==> src/rtl/dnn_matvec_accel.sv <==
// dnn_matvec_accel: Avalon-MM matrix-vector engine, y[r] = bias[r] + sum_i W[r][i]*x[i].
// Operands are fetched one word at a time over the Avalon master (one outstanding read),
// each y[r] is written back to memory, and the CPU programs jobs through the Avalon slave.
// Optional feature macro: DNN_RELU_EN (ctrl[0] clamps negative results to zero).
module dnn_matvec_accel #(
  parameter int DATA_W    = 32,
  parameter int FRAC_BITS = 16,
  parameter int ADDR_W    = 32
) (
  input  logic              clk,
  input  logic              rst,
  // CPU register port
  output logic              slave_waitrequest,
  input  logic [3:0]        slave_address,
  input  logic              slave_read,
  output logic [DATA_W-1:0] slave_readdata,
  input  logic              slave_write,
  input  logic [DATA_W-1:0] slave_writedata,
  // memory port
  input  logic              master_waitrequest,
  output logic [ADDR_W-1:0] master_address,
  output logic              master_read,
  input  logic [DATA_W-1:0] master_readdata,
  input  logic              master_readdatavalid,
  output logic              master_write,
  output logic [DATA_W-1:0] master_writedata
);

  localparam logic [ADDR_W-1:0] STRIDE = ADDR_W'(DATA_W / 8);

  typedef enum logic [2:0] {
    S_IDLE, S_RD_BIAS, S_RD_W, S_RD_X, S_MAC, S_WR_OUT, S_NEXT, S_DONE
  } state_t;

  state_t r_state;

  // programmed registers
  logic [DATA_W-1:0] r_result;
  logic [DATA_W-1:0] r_bias_base;
  logic [DATA_W-1:0] r_w_base;
  logic [DATA_W-1:0] r_x_base;
  logic [DATA_W-1:0] r_out_base;
  logic [DATA_W-1:0] r_len;
  logic [DATA_W-1:0] r_rows;
`ifdef DNN_RELU_EN
  logic              r_relu;
`endif

  // working copies for the running job
  logic [ADDR_W-1:0] r_bias_ptr;
  logic [ADDR_W-1:0] r_w_ptr;
  logic [ADDR_W-1:0] r_x_ptr;
  logic [ADDR_W-1:0] r_x_start;
  logic [ADDR_W-1:0] r_out_ptr;
  logic [DATA_W-1:0] r_len_job;
  logic [DATA_W-1:0] r_len_cnt;
  logic [DATA_W-1:0] r_rows_left;
  logic              r_rd_pend;
  logic              r_wr_pend;

  // datapath
  logic signed [DATA_W-1:0]   r_acc;
  logic signed [DATA_W-1:0]   r_w_val;
  logic signed [DATA_W-1:0]   r_x_val;
  logic signed [2*DATA_W-1:0] w_prod;
  logic signed [DATA_W-1:0]   w_mac;
  logic [DATA_W-1:0]          w_y;
  logic                       w_reg_wr;

  // CPU accesses stall for the whole job; a held access completes once back in IDLE
  assign slave_waitrequest = (r_state != S_IDLE) && (slave_read || slave_write);
  assign w_reg_wr          = slave_write && (r_state == S_IDLE);

  // Full-precision product, rescaled back to the Q format (wraps, no saturation)
  assign w_prod = r_w_val * r_x_val;
  assign w_mac  = DATA_W'(w_prod >>> FRAC_BITS);

`ifdef DNN_RELU_EN
  assign w_y = (r_relu && r_acc[DATA_W-1]) ? '0 : r_acc;
`else
  assign w_y = r_acc;
`endif

  // Register file: configuration words 1..7, writable only while idle
  always_ff @(posedge clk) begin
    if (rst) begin
      r_bias_base <= '0;
      r_w_base    <= '0;
      r_x_base    <= '0;
      r_out_base  <= '0;
      r_len       <= '0;
      r_rows      <= '0;
`ifdef DNN_RELU_EN
      r_relu      <= 1'b0;
`endif
    end else if (w_reg_wr) begin
      case (slave_address)
        4'd1: r_bias_base <= slave_writedata;
        4'd2: r_w_base    <= slave_writedata;
        4'd3: r_x_base    <= slave_writedata;
        4'd4: r_out_base  <= slave_writedata;
        4'd5: r_len       <= slave_writedata;
        4'd6: r_rows      <= slave_writedata;
`ifdef DNN_RELU_EN
        4'd7: r_relu      <= slave_writedata[0];
`endif
        default: ;
      endcase
    end
  end

  // Read-back mux: word 0 returns the last result written to memory
  always_comb begin
    slave_readdata = '0;
    case (slave_address)
      4'd0: slave_readdata = r_result;
      4'd1: slave_readdata = r_bias_base;
      4'd2: slave_readdata = r_w_base;
      4'd3: slave_readdata = r_x_base;
      4'd4: slave_readdata = r_out_base;
      4'd5: slave_readdata = r_len;
      4'd6: slave_readdata = r_rows;
`ifdef DNN_RELU_EN
      4'd7: slave_readdata = {{(DATA_W-1){1'b0}}, r_relu};
`endif
      default: slave_readdata = '0;
    endcase
  end

  // Job sequencer: bias, then (W, x, MAC) per element, then writeback, per row
  always_ff @(posedge clk) begin
    if (rst) begin
      r_state          <= S_IDLE;
      r_result         <= '0;
      r_bias_ptr       <= '0;
      r_w_ptr          <= '0;
      r_x_ptr          <= '0;
      r_x_start        <= '0;
      r_out_ptr        <= '0;
      r_len_job        <= '0;
      r_len_cnt        <= '0;
      r_rows_left      <= '0;
      r_rd_pend        <= 1'b0;
      r_wr_pend        <= 1'b0;
      r_acc            <= '0;
      r_w_val          <= '0;
      r_x_val          <= '0;
      master_address   <= '0;
      master_read      <= 1'b0;
      master_write     <= 1'b0;
      master_writedata <= '0;
    end else begin
      // read command is held until accepted, then we wait for its data
      if (master_read && !master_waitrequest) begin
        master_read <= 1'b0;
        r_rd_pend   <= 1'b1;
      end
      case (r_state)
        S_IDLE: begin
          if (slave_write && slave_address == 4'd0) begin
            r_bias_ptr  <= ADDR_W'(r_bias_base);
            r_w_ptr     <= ADDR_W'(r_w_base);
            r_x_start   <= ADDR_W'(r_x_base);
            r_out_ptr   <= ADDR_W'(r_out_base);
            r_len_job   <= r_len;
            r_rows_left <= r_rows;
            if (r_rows == '0) begin
              r_state <= S_DONE;
            end else begin
              r_state        <= S_RD_BIAS;
              master_read    <= 1'b1;
              master_address <= ADDR_W'(r_bias_base);
            end
          end
        end
        S_RD_BIAS: begin
          if (r_rd_pend && master_readdatavalid) begin
            r_rd_pend <= 1'b0;
            r_acc     <= master_readdata;
            r_x_ptr   <= r_x_start;
            r_len_cnt <= r_len_job;
            if (r_len_job == '0) begin
              r_state <= S_WR_OUT;
            end else begin
              r_state        <= S_RD_W;
              master_read    <= 1'b1;
              master_address <= r_w_ptr;
            end
          end
        end
        S_RD_W: begin
          if (r_rd_pend && master_readdatavalid) begin
            r_rd_pend      <= 1'b0;
            r_w_val        <= master_readdata;
            r_w_ptr        <= r_w_ptr + STRIDE;
            r_state        <= S_RD_X;
            master_read    <= 1'b1;
            master_address <= r_x_ptr;
          end
        end
        S_RD_X: begin
          if (r_rd_pend && master_readdatavalid) begin
            r_rd_pend <= 1'b0;
            r_x_val   <= master_readdata;
            r_x_ptr   <= r_x_ptr + STRIDE;
            r_state   <= S_MAC;
          end
        end
        S_MAC: begin
          r_acc     <= r_acc + w_mac;
          r_len_cnt <= r_len_cnt - DATA_W'(1);
          if (r_len_cnt == DATA_W'(1)) begin
            r_state <= S_WR_OUT;
          end else begin
            r_state        <= S_RD_W;
            master_read    <= 1'b1;
            master_address <= r_w_ptr;
          end
        end
        S_WR_OUT: begin
          // first cycle presents the write; it is then held until accepted
          if (!r_wr_pend) begin
            r_wr_pend        <= 1'b1;
            master_write     <= 1'b1;
            master_writedata <= w_y;
            master_address   <= r_out_ptr;
          end else if (!master_waitrequest) begin
            r_wr_pend   <= 1'b0;
            master_write <= 1'b0;
            r_result    <= master_writedata;
            r_out_ptr   <= r_out_ptr + STRIDE;
            r_bias_ptr  <= r_bias_ptr + STRIDE;
            r_rows_left <= r_rows_left - DATA_W'(1);
            r_state     <= S_NEXT;
          end
        end
        S_NEXT: begin
          if (r_rows_left == '0) begin
            r_state <= S_DONE;
          end else begin
            r_state        <= S_RD_BIAS;
            master_read    <= 1'b1;
            master_address <= r_bias_ptr;
          end
        end
        S_DONE:  r_state <= S_IDLE;
        default: r_state <= S_IDLE;
      endcase
    end
  end

endmodule

==> config.mk <==
export PLATFORM = sky130hd
export DESIGN_NAME = dnn_matvec_accel
export DESIGN_NICKNAME = d
export VERILOG_FILES = /design/src/rtl/dnn_matvec_accel.sv
export SDC_FILE = /design/constraint.sdc
export NUM_CORES = 2
export LEC_CHECK = 0
export ABC_AREA = 1
export ABC_CLOCK_PERIOD_IN_PS = 9000
export BUFFER_PORTS_ARGS = -buffer_cell sky130_fd_sc_hd__buf_2
export CAP_MARGIN = 15
export CORE_MARGIN = 4
export CORE_UTILIZATION = 25
export CTS_CLUSTER_DIAMETER = 100
export CTS_CLUSTER_SIZE = 28
export DETAILED_ROUTE_END_ITERATION = 8
export REMOVE_ABC_BUFFERS = 1
export SYNTH_ARGS = -nofsm -noshare
export SYNTH_HDL_FRONTEND = slang
export SYNTH_SLANG_ARGS = --single-unit
==> constraint.sdc <==
create_clock -name clk -period 9 [get_ports clk]
set_input_delay 0.45 -clock clk [delete_from_list [all_inputs] [get_ports clk]]
set_output_delay 0.45 -clock clk [all_outputs]
set_load 0.03 [all_outputs]
==> run_results.csv <==
group,metric,value,unit
status,status,"finished, final reports clean",
place,dpl.cell_count,11800,
worst_setup_path,worst_ep_required_time,9.48,ns
timing,clock.fmax,117,MHz
detailed_routing,wl_met1,91800,um
worst_setup_path,worst_path_most_repeated_cell,"fa_1",
die,ios,173,
clock_tree,cts-root-buf,"clkbuf_16",
clock_tree,clk_pin_slew,0.12,ns
worst_setup_path,reg2reg_slack,0.42,ns
layout,register_area,13000,um^2
pwr,total_leakage_power,34.5,nW
detailed_routing,via_count,55500,
layout,layout_common_cells,"1,740 x nand2_1, 1,708 x inv_1, 837 x fa_1",
die,coreArea,249000,um^2
layout,layout.nets,9597,
timing,hold_ws,0.0886,ns
timing,rsz0062_at_grt,"yes",
detailed_routing,wl_met3,15500,um
layout,multi_input_area,41400,um^2
timing,min_period,8.58,ns
place,numPortBuffers,172,
worst_setup_path,critPathKind,"reg -> reg",
layout,final_cells,11800,
yosys,synth_edf_count,0,
clock_tree,tritoncts,"yes",
worst_setup_path,r2r_cells,40,
clock_tree,clk_latency,0.64,ns
detailed_routing,viasPerCell,4.69,
global_route,grt_pass1_wl,337000,um
worst_hold_path,min_from,"master_readdata[7]",
place,dp_hpwl,170000,um
worst_setup_path,worstSetupEndpointType,"flip-flop",
worst_setup_path,cp_slowest_stage_delay,0.57,ns
clock_tree,cts_buffers,34,
yosys,yosys_warnings,0,
detailed_routing,dr.first_iter.drc_count,4836,
flow_run,maxCapViolations,0,
global_route,gr-total-overflow,0,
timing,drv_slew,0,
yosys,netlist_area,62500,um^2
detailed_routing,routed_wl,221000,um
worst_setup_path,r2r-start,"r_x_val[8]",
detailed_routing,drtAntennaViolNets,0,
clock_tree,clockBufferDepth,3,
timing,maxSlewHeadroom,0.263,
worst_hold_path,hold_path.class,"in -> reg",
global_route,grt_max_degree,181,
pwr,ir_worst_vdd,118,uV
timing,hold_viol_final,0,
die,row_count,183,
worst_setup_path,cp_slowest_cell,"fa_1",
global_route,grt_pass1_vias,53500,
worst_hold_path,whs_path_depth,3,
die,die_w,508,um
pwr,power_density,99.1,nW/um^2
yosys,synthFlopType,"dfxtp_1",
detailed_routing,wl_met2,101000,um
timing,fin_skew,0.0448,ns
yosys,syn_inst,8524,
worst_setup_path,r2r_end,"r_acc[31]",
yosys,synthArstFlopShare,0,
timing,setup_viol,0,
clock_tree,clock_sinks,647,
worst_setup_path,critPathLaunchType,"flip-flop",
detailed_routing,firstDrtPassIters,6,
layout,area_growth,11.0,%
global_route,grt_usage,0.168,
place,gp_congestion,0.925,
timing,layout_worst_path_cycle_share,0.953,
clock_tree,cts_max_level,2,
yosys,synth.distinct_cells,71,
worst_setup_path,crit_fanout,11,
layout,drive_gt1_frac,0.0785,
layout,num-fill-cells,27200,
die,initial_core_util,0.251,
yosys,synth_seq_cells,647,
yosys,yosysSeqAreaShare,0.207,
detailed_routing,routedWlPerCell,18.7,um
die,die-area,258000,um^2
detailed_routing,drc,0,
detailed_routing,highest_layer,"met5",
yosys,syn_area_per_cell,7.34,um^2
worst_hold_path,whs_endpoint,"r_w_val[7]",
layout,layout_commonest_cell,"nand2_1",
timing,worst_pin_slew,1.11,ns
die,die_h,508,um
worst_setup_path,critPathArrivalTime,9.05,ns
global_route,antenna_found_initial,16,
cell type report:
type / count / area share
clock inverter: 12 / 0.00323
tap: 3330 / 0.0600
sequential: 647 / 0.187
multi-input combinational: 5647 / 0.596
antenna: 8 / 0.000288
clock buffer: 35 / 0.0126
timing repair buffer: 406 / 0.0460
inverter: 1742 / 0.0945
report_power, final:
part	internal, mW	total [mW]	switching, mW
combinational	0.480	1.76	1.28
sequential	3.01	3.18	0.174
clock	0.761	1.94	1.18
total	4.25	6.88	2.63
per-layer routing:
layer | track usage | vias to the layer above
li1 | - | 26000
met1 | 0.220 | 27200
met2 | 0.274 | 1905
met3 | 0.0234 | 314
met4 | 0.0791 | 12
met5 | 0 | -
worst max-delay path: cells and delay by family (launching register included):
| kind | cells | cell delay (ns) |
|---|---|---|
| DFF | 1 | 0.41 |
| and+or+nand+nor | 10 | 0.84 |
| adders and majority gates | 10 | 4.56 |
| AOI/OAI and AO/OA | 8 | 1.23 |
| buffers and inverters | 11 | 1.13 |
| xor gates and xnor gates | 1 | 0.21 |
cells by family after synthesis:
kind of cell    count (synthesis)  share of synthesized area
simple gates                 2937                      0.194
buf+inv                      2230                      0.135
compound gates               1537                      0.136
fa+ha+maj                    1045                      0.310
flops                         647                      0.207
xor+xnor                      128                     0.0179
synth_stat cells (17+ instances only):
| library cell | count | area share |
|---|---|---|
| a211oi_1 | 27 | 0.0032 |
| inv_1 | 1710 | 0.10 |
| clkbuf_1 | 410 | 0.025 |
| inv_2 | 29 | 0.0017 |
| fa_1 | 839 | 0.27 |
| nor4_1 | 40 | 0.0040 |
| o21ai_1 | 54 | 0.0043 |
| a21oi_1 | 537 | 0.043 |
| o211ai_1 | 28 | 0.0034 |
| nor2_2 | 27 | 0.0027 |
| a31oi_1 | 53 | 0.0053 |
| o22ai_1 | 27 | 0.0027 |
| nor3_1 | 46 | 0.0037 |
| o2111ai_1 | 17 | 0.0024 |
| a221oi_1 | 67 | 0.0094 |
| dfxtp_1 | 647 | 0.21 |
| buf_2 | 38 | 0.0030 |
| nand2_1 | 1742 | 0.10 |
| xnor2_1 | 38 | 0.0053 |
| nand3_1 | 112 | 0.0090 |
| nand4_1 | 78 | 0.0078 |
| ha_1 | 206 | 0.041 |
| o21ai_0 | 648 | 0.052 |
| buf_1 | 30 | 0.0018 |
| nor2_1 | 794 | 0.048 |
| xor2_1 | 90 | 0.013 |
per-stage QoR:
| step | TNS, ns | setup slack, ns | cell area, um^2 | power, mW | utilization |
|---|---|---|---|---|---|
| after global routing | -0.0258 | -0.0141 | 69400 | 7.18 | 0.279 |
| after detailed placement | 0 | 0.0785 | 67900 | 4.98 | 0.273 |
| after floorplan | 0 | 0.826 | 60600 | 4.25 | - |
| after global placement | 0 | 0.0777 | 67900 | 4.97 | 0.273 |
| after CTS | 0 | 0.0838 | 69000 | 6.91 | 0.278 |
| final | 0 | 0.422 | 69400 | 6.88 | 0.279 |
repair_timing:
item | CTS | global route
gates resized for setup | 1 | 67
endpoints found under the setup margin | 1 | 17
hold buffers | 0 | 0
buffers inserted | 0 | 4
gates cloned | 0 | 3
pin swaps | 0 | 5
how the worst max path moves through the flow:
stage	from	end	slack (ns)	cells past startpoint
finish	r_x_val[8]	r_acc[31]	0.42	40
global route	r_x_val[8]	r_acc[31]	-0.01	41
CTS	r_x_val[4]	r_acc[28]	0.08	35
detailed placement	r_x_val[6]	r_acc[28]	0.08	35
global placement	r_x_val[6]	r_acc[31]	0.08	39
floorplan	r_x_val[2]	r_acc[31]	0.83	38
No activity file was read; power rests on OpenSTA's default activity.
